File: src/rtl/sync_ram_dp_real_if.sv
// Bus bundle for sync_ram_dp_real: write port, read port, clear control and status.
interface sync_ram_dp_real_if #(
  parameter int ADDR_WIDTH = 2,
  parameter int IN_WIDTH   = 16,
  parameter int WIDTH      = 18
);
  logic                         wr_en;
  logic [ADDR_WIDTH-1:0]        wr_addr;
  logic signed [IN_WIDTH-1:0]   wr_data;
  logic                         wr_ready;
  logic                         rd_en;
  logic [ADDR_WIDTH-1:0]        rd_addr;
  logic signed [WIDTH-1:0]      rd_data;
  logic                         rd_valid;
  logic                         clr;
  logic                         busy;
  logic                         sat_flag;

  modport master (
    output wr_en, wr_addr, wr_data, rd_en, rd_addr, clr,
    input  wr_ready, rd_data, rd_valid, busy, sat_flag
  );

  modport slave (
    input  wr_en, wr_addr, wr_data, rd_en, rd_addr, clr,
    output wr_ready, rd_data, rd_valid, busy, sat_flag
  );
endinterface

File: src/rtl/sync_ram_dp_real.sv
// Simple dual-port fixed-point RAM: aligned write port, pipelined read port, clear sequencer.
// Define SYNC_RAM_DP_SAT_EN to clamp out-of-range writes and enable the sticky sat_flag.
module sync_ram_dp_real #(
  parameter int ADDR_WIDTH  = 2,
  parameter int IN_WIDTH    = 16,
  parameter int IN_EXP      = -8,
  parameter int WIDTH       = 18,
  parameter int EXP         = -12,
  parameter int OUT_REG     = 0,
  parameter int WRITE_FIRST = 0
) (
  input  logic            clk,
  input  logic            rst_n,
  sync_ram_dp_real_if.slave bus
);
  localparam int DEPTH  = 2**ADDR_WIDTH;
  localparam int SH     = IN_EXP - EXP;
  localparam int LSH    = (SH > 0) ? SH : 0;
  localparam int RSH    = (SH < 0) ? -SH : 0;
  localparam int XW     = IN_WIDTH + LSH + WIDTH;
  localparam int STAGES = 1 + OUT_REG;

  typedef logic signed [WIDTH-1:0] word_t;
  typedef struct packed {
    logic                  en;
    logic [ADDR_WIDTH-1:0] addr;
    word_t                 data;
  } wr_req_t;
  typedef enum logic {IDLE = 1'b0, CLEAR = 1'b1} state_t;

  state_t                state, state_nxt;
  logic [ADDR_WIDTH-1:0] cnt, cnt_nxt;
  logic                  busy;

  // ---------------- alignment ----------------
  // XW is wide enough that the shift itself never loses bits; narrowing happens after.
  logic signed [XW-1:0] ext, shifted;
  word_t                aligned;

  assign ext     = {{(XW-IN_WIDTH){bus.wr_data[IN_WIDTH-1]}}, bus.wr_data};
  assign shifted = (ext <<< LSH) >>> RSH;

`ifdef SYNC_RAM_DP_SAT_EN
  localparam word_t W_MAX = {1'b0, {(WIDTH-1){1'b1}}};
  localparam word_t W_MIN = {1'b1, {(WIDTH-1){1'b0}}};

  logic [XW-WIDTH:0] hi;
  logic              ovf;
  logic              sat_q;

  assign hi      = shifted[XW-1:WIDTH-1];
  assign ovf     = !((&hi) || !(|hi));
  assign aligned = ovf ? (shifted[XW-1] ? W_MIN : W_MAX) : word_t'(shifted);

  // clr wins over a same-cycle overflowing write so the flag always restarts clean
  always_ff @(posedge clk or negedge rst_n) begin
    if (!rst_n)
      sat_q <= 1'b0;
    else if (state == IDLE && bus.clr)
      sat_q <= 1'b0;
    else if (state == IDLE && bus.wr_en && ovf)
      sat_q <= 1'b1;
  end

  assign bus.sat_flag = sat_q;
`else
  assign aligned      = word_t'(shifted);
  assign bus.sat_flag = 1'b0;
`endif

  // ---------------- clear FSM ----------------
  always_ff @(posedge clk or negedge rst_n) begin
    if (!rst_n) begin
      state <= IDLE;
      cnt   <= '0;
    end else begin
      state <= state_nxt;
      cnt   <= cnt_nxt;
    end
  end

  always_comb begin
    state_nxt = state;
    cnt_nxt   = cnt;
    case (state)
      IDLE: begin
        if (bus.clr) begin
          state_nxt = CLEAR;
          cnt_nxt   = '0;
        end
      end
      CLEAR: begin
        cnt_nxt = cnt + 1'b1;
        if (cnt == ADDR_WIDTH'(DEPTH-1))
          state_nxt = IDLE;
      end
      default: state_nxt = IDLE;
    endcase
  end

  assign busy         = (state == CLEAR);
  assign bus.busy     = busy;
  assign bus.wr_ready = !busy;

  // ---------------- storage ----------------
  // The clear sequencer owns the write port while busy; user writes are dropped.
  wr_req_t wq;
  word_t   mem [DEPTH];
  word_t   rd_word;

  always_comb begin
    wq = '0;
    if (busy) begin
      wq.en   = 1'b1;
      wq.addr = cnt;
      wq.data = '0;
    end else if (bus.wr_en) begin
      wq.en   = 1'b1;
      wq.addr = bus.wr_addr;
      wq.data = aligned;
    end
  end

  always_ff @(posedge clk) begin
    if (wq.en)
      mem[wq.addr] <= wq.data;
  end

  always_comb begin
    rd_word = mem[bus.rd_addr];
    if (WRITE_FIRST != 0 && wq.en && wq.addr == bus.rd_addr)
      rd_word = wq.data;
  end

  // ---------------- read pipeline ----------------
  logic [STAGES:1]            vld_pipe;
  logic [STAGES:1][WIDTH-1:0] dat_pipe;

  // Data stages only load with a valid token so rd_data holds between results.
  always_ff @(posedge clk or negedge rst_n) begin
    if (!rst_n) begin
      vld_pipe <= '0;
      dat_pipe <= '0;
    end else begin
      vld_pipe <= STAGES'({vld_pipe, bus.rd_en});
      if (bus.rd_en)
        dat_pipe[1] <= rd_word;
      for (int s = 2; s <= STAGES; s++)
        if (vld_pipe[s-1])
          dat_pipe[s] <= dat_pipe[s-1];
    end
  end

  assign bus.rd_data  = dat_pipe[STAGES];
  assign bus.rd_valid = vld_pipe[STAGES];

endmodule

File: src/flat_wrapper.sv
// flat-port wrapper written by rule: the top's interface ports become plain ports
module sync_ram_dp_real_flat 
#(
  parameter int ADDR_WIDTH  = 2,
  parameter int IN_WIDTH    = 16,
  parameter int IN_EXP      = -8,
  parameter int WIDTH       = 18,
  parameter int EXP         = -12,
  parameter int OUT_REG     = 0,
  parameter int WRITE_FIRST = 0
)
  (clk, rst_n, bus_wr_en, bus_wr_addr, bus_wr_data, bus_rd_en, bus_rd_addr, bus_clr, bus_wr_ready, bus_rd_data, bus_rd_valid, bus_busy, bus_sat_flag);
  sync_ram_dp_real_if #(.ADDR_WIDTH(ADDR_WIDTH), .IN_WIDTH(IN_WIDTH), .WIDTH(WIDTH)) bus_i ();
  input  logic clk;
  input  logic rst_n;
  input wire logic [$bits(bus_i.wr_en)-1:0] bus_wr_en;
  input wire logic [$bits(bus_i.wr_addr)-1:0] bus_wr_addr;
  input wire logic [$bits(bus_i.wr_data)-1:0] bus_wr_data;
  input wire logic [$bits(bus_i.rd_en)-1:0] bus_rd_en;
  input wire logic [$bits(bus_i.rd_addr)-1:0] bus_rd_addr;
  input wire logic [$bits(bus_i.clr)-1:0] bus_clr;
  output wire logic [$bits(bus_i.wr_ready)-1:0] bus_wr_ready;
  output wire logic [$bits(bus_i.rd_data)-1:0] bus_rd_data;
  output wire logic [$bits(bus_i.rd_valid)-1:0] bus_rd_valid;
  output wire logic [$bits(bus_i.busy)-1:0] bus_busy;
  output wire logic [$bits(bus_i.sat_flag)-1:0] bus_sat_flag;
  assign bus_i.wr_en = bus_wr_en;
  assign bus_i.wr_addr = bus_wr_addr;
  assign bus_i.wr_data = bus_wr_data;
  assign bus_i.rd_en = bus_rd_en;
  assign bus_i.rd_addr = bus_rd_addr;
  assign bus_i.clr = bus_clr;
  assign bus_wr_ready = bus_i.wr_ready;
  assign bus_rd_data = bus_i.rd_data;
  assign bus_rd_valid = bus_i.rd_valid;
  assign bus_busy = bus_i.busy;
  assign bus_sat_flag = bus_i.sat_flag;
  sync_ram_dp_real #(.ADDR_WIDTH(ADDR_WIDTH), .IN_WIDTH(IN_WIDTH), .IN_EXP(IN_EXP), .WIDTH(WIDTH), .EXP(EXP), .OUT_REG(OUT_REG), .WRITE_FIRST(WRITE_FIRST)) u_core (.clk(clk), .rst_n(rst_n), .bus(bus_i));
endmodule
File: config.mk
export PLATFORM = sky130hd
export DESIGN_NAME = sync_ram_dp_real_flat
export DESIGN_NICKNAME = d
export VERILOG_FILES = /design/src/rtl/sync_ram_dp_real_if.sv /design/src/rtl/sync_ram_dp_real.sv /design/src/flat_wrapper.sv
export SDC_FILE = /design/constraint.sdc
export NUM_CORES = 1
export LEC_CHECK = 0
export ABC_AREA = 1
export BUFFER_PORTS_ARGS = -buffer_cell sky130_fd_sc_hd__buf_2
export CORE_MARGIN = 2
export CORE_UTILIZATION = 61
export CTS_CLUSTER_SIZE = 30
export DETAILED_ROUTE_END_ITERATION = 10
export GPL_ROUTABILITY_DRIVEN = 0
export PLACE_DENSITY = 0.86
export SYNTH_ARGS = -nofsm -noshare
export SYNTH_HDL_FRONTEND = slang
export SYNTH_SLANG_ARGS = --single-unit
File: constraint.sdc
create_clock -name clk -period 2.9 [get_ports clk]
set_clock_uncertainty 0.2 [all_clocks]
set_input_delay 0.435 -clock clk [delete_from_list [all_inputs] [get_ports clk]]
set_output_delay 0.435 -clock clk [all_outputs]
set_load 0.01 [all_outputs]
==> flow_summary.ini <==
[cts]
htreeDepth = 3
root_buffer = clkbuf_8
clk_pin_slew_ns = 0.07
cts_tree = yes
cts_buffers = 9
postCtsHoldBufs = 1
postCtsSetupBuffers = 0
cts_buffer_depth = 2
ctsResizeCount = 0
clk_latency_ns = 0.34
cts_sinks = 74

[power_and_ir_drop]
ir_worst_vdd_mv = 0.6421
switching_power_mw = 1.004
clkPwrFrac_pct = 20.5
internal-power_mw = 2.150
p_comb_share_pct = 25.2
p_leak_nw = 1.826
switching_share_pct = 31.84
seqPwrFrac_pct = 54.3
powerDensity_mw_per_mm2 = 863.1

[die]
ios = 47
die_h_um = 77.73
start_util_pct = 64.10
die_w_um = 77.73
core_region_area_mm2 = 0.005172
dieArea_mm2 = 0.006041
rows = 26

[critical_path]
crit_family = flip-flops
critPathRequiredTime_ns = 2.27
cp-start-kind = flip-flop
cp.buffers_inverters = 2
arrival_ns = 1.24
critPathKind = flip-flop to primary output
crit_path_top_delay_cell = dfrtp_1
max_stage_delay_ns = 0.46
endpoint_kind = primary output
path_cells = buf_4 -> buf_2
cp_max_fo = 17

[timing]
rsz0062_at_grt = no
drv_slew = 0
worst_pin_slew_ns = 0.6307
hold_viol_final = 0
period_minus_slack_ns = 1.876
maxSlewHeadroom_pct = 57.91
timing.final.crit_share_pct = 64.69
hold_slack_ns = 0.1596
max_freq_mhz = 533.0
setup-violations-final = 0
fin_setup_tns_ns = 0

[worst_hold_path]
hold_class = primary input to flip-flop

[synthesis]
synth.distinct_cells = 23
ys_seq_area_share_pct = 64.30
syn_avg_cell_area_um2 = 9.639
synth_seq_cells = 74
ys_warn_count = 0
syn_inst = 344
synthesis.area_mm2 = 0.003316

[routing]
finalWirelength_um = 5982
dr_total_vias = 2239
drt_iter0_markers = 125
ant_nets = 0
firstDrtPassIters = 4
wl_per_cell_um = 12.98
viasPerCell = 4.857
route.detailed.drc = 0

[finish]
fill_cells = 385
drive_gt1_share_pct = 16.62
insertedDiodeCount = 0
nets = 412
area_delta_synth_final_pct = 10.23
final_area_mm2 = 0.003655
finish.utilization_pct = 70.66

[job]
maxCapViolCount = 0

[place]
port_buffers = 39
placed_cell_area_mm2 = 0.003491
dp_hpwl_um = 3867

[grt]
antenna_found_initial = 0
grt_pass1_vias = 2111
grt_pass1_wl_um = 9639
grt_max_degree = 29
overflow = 0
grt.total_usage_pct = 21.24

[outcome]
status = complete, no violations
==> layout make-up <==
cell class / instances / area (µm²) / area share [%]
Inverter: 64 / 240.2 / 6.573
Timing Repair Buffer: 45 / 242.7 / 6.642
Sequential cell: 74 / 2132 / 58.34
Tap cell: 70 / 87.58 / 2.396
Multi-Input combinational cell: 192 / 798.3 / 21.84
Clock inverter: 4 / 18.77 / 0.5135
Clock buffer: 12 / 135.1 / 3.697
==> power by group through the flow <==
stage	clock network, mW	logic (mW)	registers [mW]
CTS	0.656	0.803	1.71
global placement	0	0.754	1.71
detailed placement	0	0.795	1.74
floorplan	0	0.523	1.73
finish	0.645	0.796	1.71
global route	0.699	0.908	1.75
==> path summary, 6_finish.rpt <==
check,from,end,slack [ns],cells past startpoint
worst max-delay path,u_core.bus.busy$_DFF_PN0_,bus_busy,1.02,2
worst min-delay path,bus_rd_en,u_core.bus.rd_valid$_DFF_PN0_,0.16,1
worst max register to register,u_core.bus.busy$_DFF_PN0_,u_core.mem[0][5]$_DFFE_PP_,1.03,5
worst min register to register,u_core.bus.rd_data[6]$_DFFE_PN0P_,u_core.bus.rd_data[6]$_DFFE_PN0P_,0.28,2
max in group asynchronous,rst_n,u_core.bus.rd_data[16]$_DFFE_PN0P_,1.85,2
min in group asynchronous,rst_n,u_core.cnt[1]$_DFFE_PN0P_,0.35,2
==> cell usage after synthesis <==
library cell	count	area (µm²)
a21boi_0	1	7.510
nor2_1	15	56.30
clkbuf_2	1	5.000
nor2_2	1	6.260
edfxtp_1	56	1682
buf_2	3	15.01
ha_1	1	12.51
buf_6	4	45.04
nand3_1	28	140.1
inv_1	62	232.7
inv_2	2	7.510
dfrtp_1	18	450.4
buf_4	8	60.06
a21oi_1	1	5.000
nand2_1	130	488.0
or2_2	1	6.260
nand2_2	4	25.02
a21boi_2	1	11.26
buf_8	1	15.01
conb_1	1	3.750
o21ai_0	3	15.01
buf_12	1	20.02
and2_1	1	6.260
==> worst reg2reg max path: cells and delay by family, from the launching register on <==
| kind | cells | cell delay (ns) |
|---|---|---|
| AOI/OAI and AO/OA | 1 | 0.15 |
| and+or+nand+nor | 2 | 0.12 |
| DFF | 1 | 0.45 |
| buffers and inverters | 2 | 0.56 |
==> layer usage <==
| layer | up-vias | share of wire, % | track usage, % |
|---|---|---|---|
| met5 | - | 0 | 0 |
| met4 | 0 | 1.9 | 10.36 |
| met3 | 12 | 7.5 | 4.884 |
| met2 | 86 | 49 | 34.31 |
| met1 | 1012 | 41 | 27.19 |
| li1 | 1129 | - | - |
==> state kept, by name, summed over array words and instances, names as in the netlist <==
name / cells
u_core.bus.busy: 1
u_core.bus.rd_data: 14
u_core.bus.rd_valid: 1
u_core.cnt: 2
u_core.mem: 56
==> layout by cell type (no fill, tap or decap) <==
cell / Yosys / layout
edfxtp_1: 56 / 56
buf_4: 8 / 5
dfrtp_1: 18 / 18
a21boi_0: 1 / 1
nor2_2: 1 / 1
nor2_1: 15 / 15
nand3_1: 28 / 28
clkinv_1: 0 / 1
inv_2: 2 / 2
conb_1: 1 / 5
nand2_1: 130 / 130
nand2_2: 4 / 4
o21ai_0: 3 / 3
dlygate4sd3_1: 0 / 1
clkbuf_8: 0 / 9
a21oi_1: 1 / 1
clkbuf_1: 0 / 3
a21boi_2: 1 / 1
inv_1: 62 / 62
or2_2: 1 / 1
buf_2: 3 / 39
clkinv_2: 0 / 3
ha_1: 1 / 1
and2_1: 1 / 1
==> through the flow <==
step | worst slack (ns) | instances | total power, mW
3_5_place_dp | 0.7985 | 444 | 2.531
3_3_place_gp | 0.8406 | 444 | 2.468
2_1_floorplan | 0.7741 | 348 | 2.253
6_report | 1.024 | 461 | 3.154
5_1_grt | 0.8676 | 461 | 3.353
4_1_cts | 0.9925 | 461 | 3.173
==> logic make-up after synthesis <==
logic type,count (synthesis),share of synthesized area [%]
other cells,1,0.1131
buf+inv,82,12.08
simple gates,180,21.96
fa+ha+maj,1,0.3773
compound gates,6,1.170
flops,74,64.30
Power figures use the tool's default switching activity.
